`config.mk`:
```
export PLATFORM = sky130hd
export DESIGN_NAME = fighter_anim_ctrl
export DESIGN_NICKNAME = d
export VERILOG_FILES = /design/src/rtl/fighter_anim_ctrl.sv
export SDC_FILE = /design/constraint.sdc
export NUM_CORES = 1
export LEC_CHECK = 0
export CAP_MARGIN = 10
export CORE_AREA = 2 2 70 72
export CTS_CLUSTER_DIAMETER = 200
export CTS_CLUSTER_SIZE = 24
export DETAILED_ROUTE_END_ITERATION = 6
export DIE_AREA = 0 0 72 74
export GPL_TIMING_DRIVEN = 0
export PLACE_DENSITY = 0.57
export SKIP_CTS_REPAIR_TIMING = 1
export SYNTH_ARGS = -nofsm -noshare
export SYNTH_HDL_FRONTEND = slang
export SYNTH_SLANG_ARGS = --single-unit
```
`constraint.sdc`:
```
create_clock -name clk -period 3.2 [get_ports clk]
set_input_delay 0.64 -clock clk [delete_from_list [all_inputs] [get_ports clk]]
set_output_delay 0.64 -clock clk [all_outputs]
set_load 0.005 [all_outputs]
```
`src/rtl/fighter_anim_ctrl.sv`:
```
// Per-fighter animation sequencer: maps controls and combat events to a registered anim state/frame.
// Optional macro COMBO_CHAIN_EN: btn_atk1 during the last ATK1 frame chains straight into ATK2.
module fighter_anim_ctrl #(
    parameter int unsigned ATK1_FRAMES    = 4,
    parameter int unsigned ATK2_FRAMES    = 6,
    parameter int unsigned FRAME_HOLD     = 4,
    parameter int unsigned ATK1_ACT_FRAME = 2,
    parameter int unsigned ATK2_ACT_FRAME = 3,
    parameter int unsigned JUMP_TICKS     = 30,
    parameter int unsigned HITSTUN_TICKS  = 20
) (
    input  logic       clk,
    input  logic       rst,
    input  logic       frame_tick,
    input  logic       btn_left,
    input  logic       btn_right,
    input  logic       btn_jump,
    input  logic       btn_atk1,
    input  logic       btn_atk2,
    input  logic       hit_in,
    input  logic       ko_in,
    output logic [3:0] anim_state,
    output logic [5:0] anim_frame,
    output logic       attack_active,
    output logic       busy
);

    typedef enum logic [3:0] {
        S_IDLE = 4'd0,
        S_WALK = 4'd1,
        S_JUMP = 4'd2,
        S_ATK1 = 4'd3,
        S_ATK2 = 4'd4,
        S_HIT  = 4'd5,
        S_LOSE = 4'd6
    } state_t;

    localparam logic [5:0] LAST1     = 6'(ATK1_FRAMES - 1);
    localparam logic [5:0] LAST2     = 6'(ATK2_FRAMES - 1);
    localparam logic [5:0] ACT1      = 6'(ATK1_ACT_FRAME);
    localparam logic [5:0] ACT2      = 6'(ATK2_ACT_FRAME);
    localparam logic [7:0] HOLD_LAST = 8'(FRAME_HOLD - 1);
    localparam logic [7:0] JUMP_LAST = 8'(JUMP_TICKS - 1);
    localparam logic [7:0] HIT_LAST  = 8'(HITSTUN_TICKS - 1);

    state_t     state, state_n;
    logic [5:0] frame, frame_n;
    logic [7:0] hold, hold_n;
    logic [7:0] ticks, ticks_n;
    logic       enter;
    logic       act_n, busy_n;
`ifdef COMBO_CHAIN_EN
    logic       combo, combo_n;
`endif

    always_ff @(posedge clk) begin
        if (rst) begin
            state         <= S_IDLE;
            frame         <= '0;
            hold          <= '0;
            ticks         <= '0;
            attack_active <= 1'b0;
            busy          <= 1'b0;
`ifdef COMBO_CHAIN_EN
            combo         <= 1'b0;
`endif
        end else begin
            state         <= state_n;
            frame         <= frame_n;
            hold          <= hold_n;
            ticks         <= ticks_n;
            attack_active <= act_n;
            busy          <= busy_n;
`ifdef COMBO_CHAIN_EN
            combo         <= combo_n;
`endif
        end
    end

    always_comb begin
        state_n = state;
        frame_n = frame;
        hold_n  = hold;
        ticks_n = ticks;
        enter   = 1'b0;
`ifdef COMBO_CHAIN_EN
        combo_n = combo;
`endif
        if (state == S_LOSE) begin
            frame_n = '0;
        end else if (ko_in) begin
            state_n = S_LOSE;
            enter   = 1'b1;
        end else if (hit_in) begin
            // A hit also discards any coincident frame_tick.
            state_n = S_HIT;
            enter   = 1'b1;
        end else if (frame_tick) begin
            case (state)
                S_IDLE, S_WALK: begin
                    enter = 1'b1;
                    if (btn_atk1)                   state_n = S_ATK1;
                    else if (btn_atk2)              state_n = S_ATK2;
                    else if (btn_jump)              state_n = S_JUMP;
                    else if (btn_left ^ btn_right)  state_n = S_WALK;
                    else                            state_n = S_IDLE;
                end
                S_ATK1: begin
`ifdef COMBO_CHAIN_EN
                    if (frame == LAST1 && btn_atk1) combo_n = 1'b1;
`endif
                    if (hold == HOLD_LAST) begin
                        hold_n = '0;
                        if (frame == LAST1) begin
                            enter   = 1'b1;
                            state_n = S_IDLE;
`ifdef COMBO_CHAIN_EN
                            if (combo || btn_atk1) state_n = S_ATK2;
`endif
                        end else begin
                            frame_n = frame + 6'd1;
                        end
                    end else begin
                        hold_n = hold + 8'd1;
                    end
                end
                S_ATK2: begin
                    if (hold == HOLD_LAST) begin
                        hold_n = '0;
                        if (frame == LAST2) begin
                            enter   = 1'b1;
                            state_n = S_IDLE;
                        end else begin
                            frame_n = frame + 6'd1;
                        end
                    end else begin
                        hold_n = hold + 8'd1;
                    end
                end
                S_JUMP: begin
                    if (ticks == JUMP_LAST) begin
                        enter   = 1'b1;
                        state_n = S_IDLE;
                    end else begin
                        ticks_n = ticks + 8'd1;
                    end
                end
                S_HIT: begin
                    if (ticks == HIT_LAST) begin
                        enter   = 1'b1;
                        state_n = S_IDLE;
                    end else begin
                        ticks_n = ticks + 8'd1;
                    end
                end
                default: ;
            endcase
        end
        if (enter) begin
            frame_n = '0;
            hold_n  = '0;
            ticks_n = '0;
`ifdef COMBO_CHAIN_EN
            combo_n = 1'b0;
`endif
        end
        act_n  = (state_n == S_ATK1 && frame_n == ACT1) ||
                 (state_n == S_ATK2 && frame_n == ACT2);
        busy_n = state_n inside {S_JUMP, S_ATK1, S_ATK2, S_HIT, S_LOSE};
    end

    assign anim_state = state;
    assign anim_frame = frame;

endmodule

```
==> metrics.cfg, run 1 <==
[global_route]
track_usage_pct = 16.4
grt_pass1_wl_um = 6960
grt_pass1_vias = 1468
grt-ovfl-total = 0
antenna_found_initial = 0
grt_max_degree = 17

[route]
drt-total-wl_um = 3970
route.detailed.drc = 0
via_count = 1547
via_per_inst = 5.37
wl_per_cell_um = 13.8
dr.pass1.iters = 4
drt_iter0_markers = 53
ant_nets = 0

[layout]
drive_above_1_share_pct = 9.40
fin_util_pct = 45.4
diodes = 0
fin_nets = 250
fill_cells = 443
layoutNonFillerInstCount = 288
synthToLayoutAreaGrowth_pct = 19.4

[die]
die_w_um = 72
io_pins = 22
start_util_pct = 38.1
die_height_um = 74
core-area_um2 = 4600
rows = 25
die_area_um2 = 5330

[placement]
place_congestion = 0.779
io_buffers = 20
place_inst = 284
dp_hpwl_um = 3000

[sta]
holdWs_ns = 0.478
clock_skew_ns = 0.00328
hold_violations = 0
relSlewSlack_pct = 59.7
fmax_mhz = 365
maxSlewViolCount = 0
fin_crit_ns = 2.74
setup_viol = 0
rsz0062_at_grt = no
finalCritPeriodShare_pct = 85.6
tightest_slew_ns = 0.596
fin_tns_setup_ns = 0

[cts]
cts_root_buffer = clkbuf_8
clock_path_buffers = 2
cts_sinks = 28
cts_htree_levels = 1
cts_made_buffers = 3
clkLatencyLatePin_ns = 0.28
clkTransAtPathRegs_ns = 0.10
cts_tree = done

[worst_setup_path]
crit_path_start_kind = primary input
cp_max_fo = 4
cp.required_ns = 3.38
worstPathArrival_ns = 2.92
setup.worst_path.end_class = flop
critPathKind = in2reg

[status]
outcome = finished, final reports clean

[yosys]
yosys-top-cells-count = 28 x dfxtp_1, 28 x nor2_1, 18 x nand2_1
synth_cell_types = 58
ys_top_cells_by_area = dfxtp_1 32%, xor2_1 6.5%, nor2_1 6.0%, nand2_1 3.9%, ha_1 3.6%
synth_async_sr_flop_share_pct = 0
synth_area_um2 = 1750
ys.flop_type = dfxtp_1
synth_edf_count = 0
ys_seq_area_share_pct = 32.0
synth_warnings = 0
synthCells = 210
synth-seq-cells = 28
syn_avg_cell_area_um2 = 8.34
yosysTopAreaCellShare_pct = 32.0
synth_fp_nets = 225
synth_largest_area_cell = dfxtp_1

[job]
cap_violations = 0

[pwr]
sw_frac_of_total_pct = 23.2
power_frac_comb_pct = 13.3
p_leak_nw = 0.711
pwr-share-clk_pct = 38.4
vdd_drop_max_mv = 0.273
powerDensity_nw_per_um2 = 353
p_sw_uw = 171
intPower_uw = 566
p_total_uw = 737
pwr-share-seq_pct = 48.3

[hold_path]
hold_path_class = reg2reg

[through the flow]
stage	cell area (um^2)	setup WS [ns]
floorplan	1750	1.05
global placement	2020	0.133
detailed placement	2020	0.117
CTS	2090	0.438
global route	2090	0.177
finish	2090	0.460
[power groups by stage]
stage                     combinational [mW]  clock [mW]  sequential [mW]
after detailed placement              0.0981           0            0.364
after floorplan                       0.0626           0            0.364
final                                 0.0980       0.283            0.356
after global placement                0.0978           0            0.364
after CTS                             0.0985       0.297            0.356
after global routing                   0.109       0.314            0.357
[worst paths after layout]
path              slack (ns)  cells past startpoint  startpoint             to
setup / recovery        0.46                      8      hit_in  attack_active
setup reg to reg        0.50                      9     hold[0]       ticks[6]
hold reg to reg         0.48                      2     hold[1]        hold[1]
hold / removal          0.48                      2     hold[1]        hold[1]
[layout make-up]
class / count / area [um^2] / share of cell area, %
Multi-Input combinational cell: 169 / 1130 / 54.0
Tap cell: 54 / 67.6 / 3.23
Clock inverter: 1 / 30.0 / 1.44
Inverter: 5 / 18.8 / 0.898
Clock buffer: 3 / 41.3 / 1.98
Buffer: 8 / 42.5 / 2.04
Timing Repair Buffer: 20 / 200 / 9.58
Sequential cell: 28 / 561 / 26.8
[cell families after synthesis]
kind of cell	Yosys count	share of synthesized area [%]
buffers and inverters	13	3.50
DFF	28	32.0
muxes	1	0.572
and+or+nand+nor	107	36.0
xor gates and xnor gates	14	7.01
adders and majority gates	5	3.57
AOI/OAI and AO/OA	42	17.4
[sequential cells by signal, summed over array words and instances, names as in the netlist]
register and cells:
busy 1, attack_active 1, anim_frame 6, anim_state 4, hold 8, ticks 8
[layout by cell type, fill, tap and decap left out, drive strengths merged, types with 2 or more instances in the layout]
master         count
a211oi             2
a21boi             4
a21oi             10
and3               5
and4bb             2
buf                5
clkbuf             6
clkdlybuf4s50     20
dfxtp             28
ha                 5
inv                5
nand2             18
nand3             11
nand4              7
nor2              28
nor2b              4
nor3               6
nor3b              3
nor4               2
nor4b              4
nor4bb             3
o21ai              9
o21bai             2
o41ai              3
or2                4
or3                3
or4b               2
xor2              13
[metal layers]
metal  vias to the layer above  GRT usage, %  part of all wire, %
met5                         -             0                    0
met2                        20          29.0                   46
li1                        814             -                    -
met4                         0          3.77                 0.55
met3                         2          3.25                  3.1
met1                       711          20.9                   50
[critical path, cell delays in order]
cell	delay [ns]
clkdlybuf4s50_1	0.47
nor4b_2	0.35
o2111ai_1	0.28
o21bai_1	0.32
xor2_1	0.19
nor3_1	0.21
mux2i_1	0.25
and4bb_1	0.20
(Power assumes the default switching activity.)
==> inputs of run 2 (changes only) <==
Settings changed: PLACE_DENSITY 0.57 to unset.
Clock period 3.2 ns to 3.38 ns, I/O delays scaled along.
==> metrics.cfg, run 2 (synthesis results as in run 1) <==
[pwr]
pwr-share-clk_pct = 29.5
p_sw_uw = 153
power_frac_comb_pct = 15.2
pwr-share-seq_pct = 55.3
sw_frac_of_total_pct = 25.0
intPower_uw = 457
powerDensity_nw_per_um2 = 296
vdd_drop_max_mv = 0.137
p_leak_nw = 0.697

[hold_path]
min_path_cells = 2
hold_start = hold[1]
hold_path_class = reg2reg

[route]
via_count = 1590
wl_per_cell_um = 13.5
via_per_inst = 5.54
dr.pass1.iters = 4
drt-total-wl_um = 3870
wl_met1_um = 1910
wl_met2_um = 1790
drt_iter0_markers = 76
route.detailed.drc = 0
routed.top_layer = met4
ant_nets = 0
dr_wl_met3_um = 122

[layout]
synthToLayoutAreaGrowth_pct = 17.7
layoutNonFillerInstCount = 287
diodes = 0
fill_cells = 486
finalInstanceArea_um2 = 2060
drive_above_1_share_pct = 9.01
fin_nets = 250
final_cell_mix = 28 x nor2_1, 28 x dfxtp_1, 20 x clkdlybuf4s50_1, 18 x nand2_1, 13 x xor2_1

[worst_setup_path]
crit_chain = clkdlybuf4s50_1 -> nor4b_2 -> o2111ai_1 -> o21bai_1 -> xor2_1 -> nor3_1 -> mux2i_1 -> and4bb_1
cp.required_ns = 3.55
critPathKind = in2reg
regToRegStartpoint = hold[0]
cp_max_fo = 4
max_stage_delay_ns = 0.48
crit_start = hit_in
crit_path_start_kind = primary input
worstPathArrival_ns = 2.95
setup.worst_path.end_class = flop
rr_worst_depth = 9
slowest_stage = clkdlybuf4s50_1

[status]
outcome = finished, final reports clean

[sta]
clock_skew_ns = 0.00713
rsz0062_at_grt = no
relSlewSlack_pct = 62.8
setup_viol = 0
fmax_mhz = 359
maxSlewViolCount = 0
fin_crit_ns = 2.78
hold_violations = 0
tightest_slew_ns = 0.551
fin_tns_setup_ns = 0
finalCritPeriodShare_pct = 82.4

[die]
die_area_um2 = 5330
start_util_pct = 38.1
io_pins = 22
core-area_um2 = 4600
rows = 25
die_w_um = 72
die_height_um = 74

[cts]
cts_tree = done
cts_root_buffer = clkbuf_8
cts_sinks = 28
cts_htree_levels = 1
clkLatencyLatePin_ns = 0.27
cts_made_buffers = 3
clkTransAtPathRegs_ns = 0.09
clock_path_buffers = 2

[placement]
dp_hpwl_um = 2990
placed_area_um2 = 2020
place_inst = 284
place_congestion = 0.798
io_buffers = 20

[global_route]
antenna_found_initial = 0
track_usage_pct = 16.0
grt-ovfl-total = 0
grt_max_degree = 15
grt_pass1_vias = 1496
grt_pass1_wl_um = 6840

[job]
cap_violations = 0

## run 2: area by class of cell
type                    count  area, um^2  area share (%)
inverters                   5        18.8           0.911
repair buffers             20         200            9.72
multi-input cells         169        1130            54.8
flip-flops and latches     28         561            27.2
plain buffers               8        42.5            2.07
well taps                  54        67.6            3.28
clock buffers               3        41.3            2.00
## run 2: worst max-delay path: cells and delay by family
| kind | cells | cell delay [ns] |
|---|---|---|
| buffers and inverters | 1 | 0.48 |
| AO/OA/AOI/OAI | 2 | 0.60 |
| XOR/XNOR | 1 | 0.19 |
| AND/OR/NAND/NOR | 3 | 0.76 |
| multiplexers | 1 | 0.26 |
## run 2: layer usage
metal / vias to the layer above / global-route usage [%]
met4: 0 / 4.40
met3: 5 / 2.98
met1: 747 / 21.3
li1: 819 / -
met5: - / 0
met2: 19 / 26.9
## run 2: power by group through the flow
stage	Combinational (mW)	Sequential (mW)	Clock, mW
2_1_floorplan	0.0593	0.344	0
3_5_place_dp	0.0931	0.345	0
5_1_grt	0.103	0.338	0.204
6_report	0.0927	0.337	0.180
3_3_place_gp	0.0920	0.345	0
4_1_cts	0.0933	0.337	0.194
## run 2: per-stage QoR
step	util (%)	setup slack, ns	total power [mW]	hold WS, ns
floorplan	-	1.20	0.404	0.444
global placement	43.9	0.286	0.437	0.454
detailed placement	43.9	0.257	0.438	0.471
CTS	44.8	0.566	0.624	0.484
global route	44.8	0.416	0.645	0.522
finish	44.8	0.596	0.610	0.482
## run 2: path summary, 6_finish.rpt
kind	endpoint	slack, ns
max	attack_active	0.60
min	hold[1]	0.48
max reg2reg	hold[3]	0.67
min reg2reg	hold[1]	0.48
==> inputs of run 3 (changes only) <==
Clock period 3.38 ns to 2.4 ns, I/O delays scaled along.
==> metrics.cfg, run 3 (synthesis results as in run 1) <==
[layout]
fill_cells = 451
layoutNonFillerInstCount = 297
area.sequential_um2 = 571
final_common_cell = nor2_1
final_cell_mix = 27 x nor2_1, 22 x dfxtp_1, 17 x nand2_1, 17 x clkdlybuf4s50_1, 12 x xor2_1
diodes = 0
drive_above_1_share_pct = 22.6
fin_nets = 260
synthToLayoutAreaGrowth_pct = 33.8
finalInstanceArea_um2 = 2340
fin_util_pct = 50.9
multiInputGateArea_um2 = 1300

[sta]
clock_skew_ns = 0.00716
tightest_slew_ns = 0.552
fin_ws_ns = 0.0847
finalCritPeriodShare_pct = 96.5
maxSlewViolCount = 0
fmax_mhz = 432
hold_violations = 0
relSlewSlack_pct = 63.0
fin_crit_ns = 2.32
setup_viol = 0

[worst_setup_path]
crit_path_start_kind = flop
cp.required_ns = 2.62
max_stage_delay_ns = 0.55
cpLargestDelayFamily = simple AND/OR/NAND/NOR gates
setup.worst_path.end_class = flop
slowest_stage = or4b_4
worst-path-buf-inv = 1
crit_chain = or4b_4 -> nand3_1 -> a2111oi_2 -> o31a_1 -> buf_4 -> or3_4 -> a21oi_2 -> and4bb_1
cp_max_fo = 5
worstPathArrival_ns = 2.53
critPathKind = reg2reg

[global_route]
grt_max_degree = 15
track_usage_pct = 16.0
grt_pass1_vias = 1496
grt_pass1_wl_um = 6840
antenna_found_initial = 0
grt-ovfl-total = 0

[route]
ant_nets = 0
via_count = 1622
route.detailed.drc = 0
wl_met1_um = 1990
drt_iter0_markers = 73
dr_wl_met3_um = 100
wl_met2_um = 1970
routed.top_layer = met4
via_per_inst = 5.46
drt-total-wl_um = 4110
wl_per_cell_um = 13.8
dr.pass1.iters = 4

[die]
die_area_um2 = 5330
die_height_um = 74
core-area_um2 = 4600
start_util_pct = 38.1
io_pins = 22
die_w_um = 72
rows = 25

[cts]
cts_root_buffer = clkbuf_8
cts_htree_levels = 1
clkLatencyLatePin_ns = 0.27
clkTransAtPathRegs_ns = 0.09
cts_sinks = 28
cts_tree = done
cts_made_buffers = 3
clock_path_buffers = 2

[placement]
place_congestion = 0.798
placed_area_um2 = 2020
io_buffers = 20
dp_hpwl_um = 2990
place_inst = 284
pre_cts_slack_ns = -0.527

[status]
outcome = finished, final reports clean

[pwr]
p_leak_nw = 0.796
powerDensity_nw_per_um2 = 379
vdd_drop_max_mv = 0.186

[hold_path]
hold_path_class = reg2reg

[job]
cap_violations = 0

==> run 3: cell type report <==
class                   instances  share of cell area (%)
multi-input cells             169                    55.3
flip-flops and latches         28                    24.4
repair buffers                 30                    12.1
clock buffers                   3                    1.76
well taps                      54                    2.88
plain buffers                   8                    2.78
inverters                       5                   0.801
==> run 3: report_power, final <==
part           internal [mW]  leakage, nW  total (mW)  switching (mW)
combinational         0.0783        0.546       0.157          0.0790
clock                  0.113       0.0216       0.255           0.142
sequential             0.469        0.229       0.475         0.00584
total                  0.660        0.796       0.887           0.227
==> run 3: per-layer routing <==
| metal | vias up | track usage (%) |
|---|---|---|
| met5 | - | 0 |
| met4 | 0 | 4.40 |
| met3 | 5 | 2.98 |
| met2 | 15 | 26.9 |
| met1 | 770 | 21.3 |
| li1 | 832 | - |
==> run 3: path summary, 6_finish.rpt <==
check	start	endpoint	slack [ns]	cells past startpoint
min	anim_frame[1]	anim_frame[1]	0.50	2
min reg2reg	anim_frame[1]	anim_frame[1]	0.50	2
max reg2reg	anim_state[1]	attack_active	0.08	8
max	anim_state[1]	attack_active	0.08	8
==> run 3: worst min-delay path: stages, from the launching register on <==
cell,delay (ns)
dfxtp_2,0.35
nand2_1,0.07
a21oi_2,0.05
==> run 3: through the flow <==
stage	total power [mW]	hold WS [ns]	TNS [ns]
floorplan	0.568	0.444	0
global placement	0.615	0.454	-4.60
detailed placement	0.617	0.471	-5.19
CTS	0.879	0.484	-4.43
global route	0.935	0.519	-0.00825
finish	0.887	0.499	0
